File: src/rtl/tt_add_seq_pkg.sv
// Shared types and pin map for the time-shared 8-bit accumulate sequencer.
package tt_add_seq_pkg;

    typedef enum logic [1:0] {
        StIdle,
        StAccum,
        StDone
    } state_e;

    // uio_in bit positions
    localparam int unsigned STRB  = 0;
    localparam int unsigned START = 1;
    localparam int unsigned ACK   = 2;

    // uio_out bit positions
    localparam int unsigned BUSY  = 7;
    localparam int unsigned DONE  = 6;
    localparam int unsigned CARRY = 5;

    // ui_in bit that selects saturating mode in the start command word
    localparam int unsigned SAT_BIT = 4;

    localparam logic [7:0] UIO_OE_VAL = 8'hE0;

endpackage

File: src/rtl/sync_edge.sv
// Pin synchronizer followed by a rising-edge detector; pulse is one clock wide.
module sync_edge #(
    parameter int unsigned SYNC_STAGES = 2
) (
    input  logic clk,
    input  logic rst_n,
    input  logic d,
    output logic pulse
);

    logic [SYNC_STAGES-1:0] sync_q;
    logic                   hist_q;

    always_ff @(posedge clk) begin
        if (!rst_n) begin
            sync_q <= '0;
            hist_q <= 1'b0;
        end else begin
            sync_q <= {sync_q[SYNC_STAGES-2:0], d};
            hist_q <= sync_q[SYNC_STAGES-1];
        end
    end

    assign pulse = sync_q[SYNC_STAGES-1] & ~hist_q;

endmodule

File: src/rtl/tt_um_add_sequencer.sv
// TinyTapeout top: accumulates a programmed number of strobed operands through one 8-bit adder,
// with sticky carry, optional saturation and busy/done handshake on the bidirectional pins.
module tt_um_add_sequencer #(
    parameter int unsigned SYNC_STAGES = 2,
    parameter int unsigned CNT_W       = 4
) (
    input  logic       clk,
    input  logic       rst_n,
    input  logic       ena,
    input  logic [7:0] ui_in,
    input  logic [7:0] uio_in,
    output logic [7:0] uo_out,
    output logic [7:0] uio_out,
    output logic [7:0] uio_oe
);

    import tt_add_seq_pkg::*;

    localparam int unsigned REM_W = CNT_W + 1;
    localparam logic [REM_W-1:0] REM_ONE = REM_W'(1);

    logic strb_p, start_p, ack_p;

    state_e           state_q, state_d;
    logic [7:0]       acc_q, acc_d;
    logic             carry_q, carry_d;
    logic [REM_W-1:0] rem_q, rem_d;
    logic             sat_q, sat_d;
    logic [8:0]       sum9;

    // Upper uio_in bits carry no function.
    logic unused_uio;
    assign unused_uio = ^uio_in[7:3];

    sync_edge #(.SYNC_STAGES(SYNC_STAGES)) u_strb (
        .clk   (clk),
        .rst_n (rst_n),
        .d     (uio_in[STRB]),
        .pulse (strb_p)
    );

    sync_edge #(.SYNC_STAGES(SYNC_STAGES)) u_start (
        .clk   (clk),
        .rst_n (rst_n),
        .d     (uio_in[START]),
        .pulse (start_p)
    );

    sync_edge #(.SYNC_STAGES(SYNC_STAGES)) u_ack (
        .clk   (clk),
        .rst_n (rst_n),
        .d     (uio_in[ACK]),
        .pulse (ack_p)
    );

    always_comb begin
        state_d = state_q;
        acc_d   = acc_q;
        carry_d = carry_q;
        rem_d   = rem_q;
        sat_d   = sat_q;
        sum9    = {1'b0, acc_q} + {1'b0, ui_in};

        // start wins over a coincident strb or ack; that strb's data is dropped.
        if (start_p) begin
            acc_d   = '0;
            carry_d = 1'b0;
            sat_d   = ui_in[SAT_BIT];
            state_d = StAccum;
            if (ui_in[CNT_W-1:0] == '0) begin
                rem_d = {1'b1, {CNT_W{1'b0}}};
            end else begin
                rem_d = {1'b0, ui_in[CNT_W-1:0]};
            end
        end else begin
            case (state_q)
                StAccum: begin
                    if (strb_p) begin
                        acc_d   = (sat_q && sum9[8]) ? 8'hFF : sum9[7:0];
                        carry_d = carry_q | sum9[8];
                        rem_d   = rem_q - REM_ONE;
                        if (rem_q == REM_ONE) begin
                            state_d = StDone;
                        end
                    end
                end
                StDone: begin
                    if (ack_p) begin
                        state_d = StIdle;
                    end
                end
                default: ;
            endcase
        end
    end

    always_ff @(posedge clk) begin
        if (!rst_n) begin
            state_q <= StIdle;
            acc_q   <= '0;
            carry_q <= 1'b0;
            rem_q   <= '0;
            sat_q   <= 1'b0;
        end else if (ena) begin
            state_q <= state_d;
            acc_q   <= acc_d;
            carry_q <= carry_d;
            rem_q   <= rem_d;
            sat_q   <= sat_d;
        end
    end

    always_comb begin
        uio_out        = '0;
        uio_out[BUSY]  = (state_q == StAccum);
        uio_out[DONE]  = (state_q == StDone);
        uio_out[CARRY] = carry_q;
    end

    assign uo_out = acc_q;
    assign uio_oe = UIO_OE_VAL;

endmodule

File: config.mk
export PLATFORM = sky130hd
export DESIGN_NAME = tt_um_add_sequencer
export DESIGN_NICKNAME = d
export VERILOG_FILES = /design/src/rtl/tt_add_seq_pkg.sv /design/src/rtl/sync_edge.sv /design/src/rtl/tt_um_add_sequencer.sv
export SDC_FILE = /design/constraint.sdc
export NUM_CORES = 1
export LEC_CHECK = 0
export ABC_AREA = 1
export CORE_MARGIN = 5
export CORE_UTILIZATION = 48
export CTS_CLUSTER_DIAMETER = 100
export CTS_CLUSTER_SIZE = 16
export DETAILED_ROUTE_END_ITERATION = 16
export PLACE_DENSITY = 0.79
export SLEW_MARGIN = 20
export SYNTH_ARGS = -nofsm -noshare
export SYNTH_HDL_FRONTEND = slang
export SYNTH_SLANG_ARGS = --single-unit
File: constraint.sdc
create_clock -name clk -period 1.9 [get_ports clk]
set_clock_uncertainty 0.1 [all_clocks]
set_input_delay 0.38 -clock clk [delete_from_list [all_inputs] [get_ports clk]]
set_output_delay 0.38 -clock clk [all_outputs]
set_load 0.005 [all_outputs]
==> flow_summary_export.csv <==
group,metric,value,unit
run_status,status,"completed",
final_layout,num_antenna_cells,0,
worst_hold_path,min_path_type,"flop to flop",
synthesis,avgSynthCellArea,6.99,um^2
timing,drv_slew,0,
routing,routed-via-count,1468,
final_layout,fin_nets,302,
placement,detailed_place_hpwl,2550,um
timing,whs,0.327,ns
clock_tree,cts_buffer_depth,2,
final_layout,fillers,305,
clock_tree,hold_buffers,0,
power,ir_drop,0.000367,V
power,power_leakage,1.05,nW
critical_path,worstPathMaxFanout,4,
final_layout,syn2layout_area_growth,27.3,%
floorplanning,fp-row-count,21,
placement,place_congestion,0.820,
worst_hold_path,min_to,"u_ack.sync_q[1]",
power,power_per_cell_area,551,nW/um^2
floorplanning,pin_count,43,
synthesis,synth-seq-cells,26,
final_layout,fin_area,2040,um^2
routing,ant_nets,0,
worst_hold_path,hp-start,"u_ack.sync_q[0]",
final_layout,final_cell_mix,"nand2_1, inv_1, dfxtp_1, clkdlybuf4s50_1, buf_4",
floorplanning,core_area,3280,um^2
routing,via_per_inst,4.66,
critical_path,cpMaxStageDelayCell,"clkdlybuf4s50_1",
timing,hold_violations,0,
critical_path,cpPeakStageDelay,0.54,ns
critical_path,cp_cell_sequence,"clkdlybuf4s50_1",
clock_tree,cts.sinks,26,
routing,drtIter0Drc,63,
timing,setup_viol,0,
global_routing,grt-ovfl-total,0,
critical_path,crit_buf_inv,1,
timing,clock.fmax,556,MHz
routing,routed_wl,3470,um
synthesis,netlist_area,1600,um^2
placement,io_buffer_count,24,
global_routing,grt_pass1_vias,1376,
clock_tree,cts.clk_slew.worst_paths,0.16,ns
timing,timing.final.crit_share,94.7,%
final_layout,final_common_cell,"nand2_1",
routing,drc,0,
critical_path,crit_path_end_kind,"output pin",
critical_path,crit_type,"flop to output pin",
floorplanning,fp.dieW,67.7,um
global_routing,grt.total_usage,15.9,%
synthesis,synth-async-reset-ratio,0,%
clock_tree,cts_root_buf,"clkbuf_4",
critical_path,r2r-end,"uo_out[5]",
synthesis,yosysWarnings,0,
final_layout,multi_input_area,893,um^2
critical_path,r2r_setup_slack,0.11,ns
clock_tree,cts_buffers,3,
run,drv_cap,0,
critical_path,cpLargestDelayFamily,"buffers and inverters",
floorplanning,die_h,67.7,um
critical_path,reg2reg_depth,10,
global_routing,grt_pass1_wl,5600,um
floorplanning,initial_utilization,48.7,%
placement,dpl_cell_area,1920,um^2
critical_path,worst_ep_arrival_time,1.32,ns
synthesis,netlist-cell-type-count,27,
global_routing,grt_start_max_net_pins,16,
synthesis,synth_edf_count,0,
global_routing,antenna_found_initial,0,
worst_hold_path,whs_path_depth,2,
routing,wl_per_cell,11.0,um
final_layout,layout.area.seq,523,um^2
clock_tree,cts_tree,"yes",
timing,period_needed,1.80,ns
critical_path,cp.required,1.42,ns
floorplanning,die_area,4590,um^2
routing,firstDrtPassIters,4,
clock_tree,insertion_delay,0.34,ns
synthesis,synth-main-ff-cell,"dfxtp_1",
synthesis,netlist_instances,229,
critical_path,critPathLaunchType,"flop",
synthesis,ys_seq_area_share,32.5,%
critical_path,worst_r2r_startpoint,"uo_out[0]",
clock_tree,h-tree-depth,1,
final_layout,drive_gt1_share,15.6,%
## cells in the mapped netlist (2+ instances only)
library cell	n	area [um^2]
nand2_1	66	248
inv_1	33	124
dfxtp_1	26	521
a21oi_1	17	85.1
buf_4	14	105
nor2_1	13	48.8
ha_1	12	150
nand3_1	9	45.0
o21ai_1	5	25.0
o21ai_0	4	20.0
xor2_1	4	35.0
inv_2	3	11.3
nor3_1	3	15.0
a31oi_1	2	12.5
clkbuf_1	2	7.51
conb_1	2	7.51
nand2_4	2	22.5
nand3b_1	2	15.0
or2_1	2	12.5
## worst max path at each step
stage | from | to | slack [ns] | cells after the start
2_1_floorplan | ui_in[0] | uo_out[5] | 0.13 | 10
3_3_place_gp | ui_in[0] | uo_out[5] | -0.43 | 11
3_5_place_dp | ui_in[0] | uo_out[2] | -0.46 | 11
4_1_cts | ui_in[0] | uo_out[2] | 0.006 | 11
5_1_grt | uo_out[0] | uo_out[6] | -0.02 | 10
6_report | uo_out[1] | uo_out[1] | 0.10 | 1
## area by class of cell
| class | count | area share, % |
|---|---|---|
| sequential | 26 | 25.7 |
| clock inverter | 1 | 1.47 |
| timing repair buffer | 42 | 18.4 |
| multi-input combinational | 161 | 43.9 |
| inverter | 36 | 6.63 |
| clock buffer | 3 | 1.11 |
| tap | 46 | 2.83 |
## what timing repair did
| item | in CTS | in global routing |
|---|---|---|
| setup buffers | 3 | 1 |
| gates resized for setup | 11 | 4 |
| endpoints found under the setup margin | 11 | 9 |
| pin swaps | 2 | 5 |
| cloned | 0 | 0 |
## sequential cells by signal, summed over array words and instances, names as in the netlist
| signal | cells |
|---|---|
| u_start.sync_q | 2 |
| u_strb.sync_q | 2 |
| rem_q | 5 |
| u_start.hist_q | 1 |
| uo_out | 8 |
| sat_q | 1 |
| u_ack.sync_q | 2 |
| u_strb.hist_q | 1 |
| u_ack.hist_q | 1 |
| carry_q | 1 |
| state_q | 2 |
## logic make-up (layout without fill, tap and decap cells)
group	after synthesis	after routing	synth area share, %
AOI/OAI and AO/OA	30	30	10.2
xor gates and xnor gates	4	4	2.19
adders and majority gates	13	13	10.6
buffers and inverters	53	82	16.2
DFF	26	26	32.5
other	2	13	0.469
and+or+nand+nor	101	101	27.8
## layer usage
metal / routed length (um) / global-route usage, %
met1: 1460 / 18.1
met2: 1730 / 28.8
met3: 221 / 2.50
met4: 63 / 7.34
met5: 0 / 0
## per-stage QoR
step	utilization [%]	instances	worst slack, ns	setup TNS (ns)	power [mW]
floorplan	-	240	0.126	0	0.686
detailed placement	58.5	307	-0.464	-4.03	0.738
finish	62.0	315	0.101	0	1.12
global placement	58.5	307	-0.434	-3.77	0.733
CTS	61.4	314	0.00633	0	1.12
global route	62.0	315	-0.0163	-0.0163	1.16
## where the power goes
group / switching (mW) / internal (mW)
Clock: 0.179 / 0.214
Sequential: 0.00878 / 0.560
Combinational: 0.0846 / 0.0761
(Power assumes the default switching activity.)
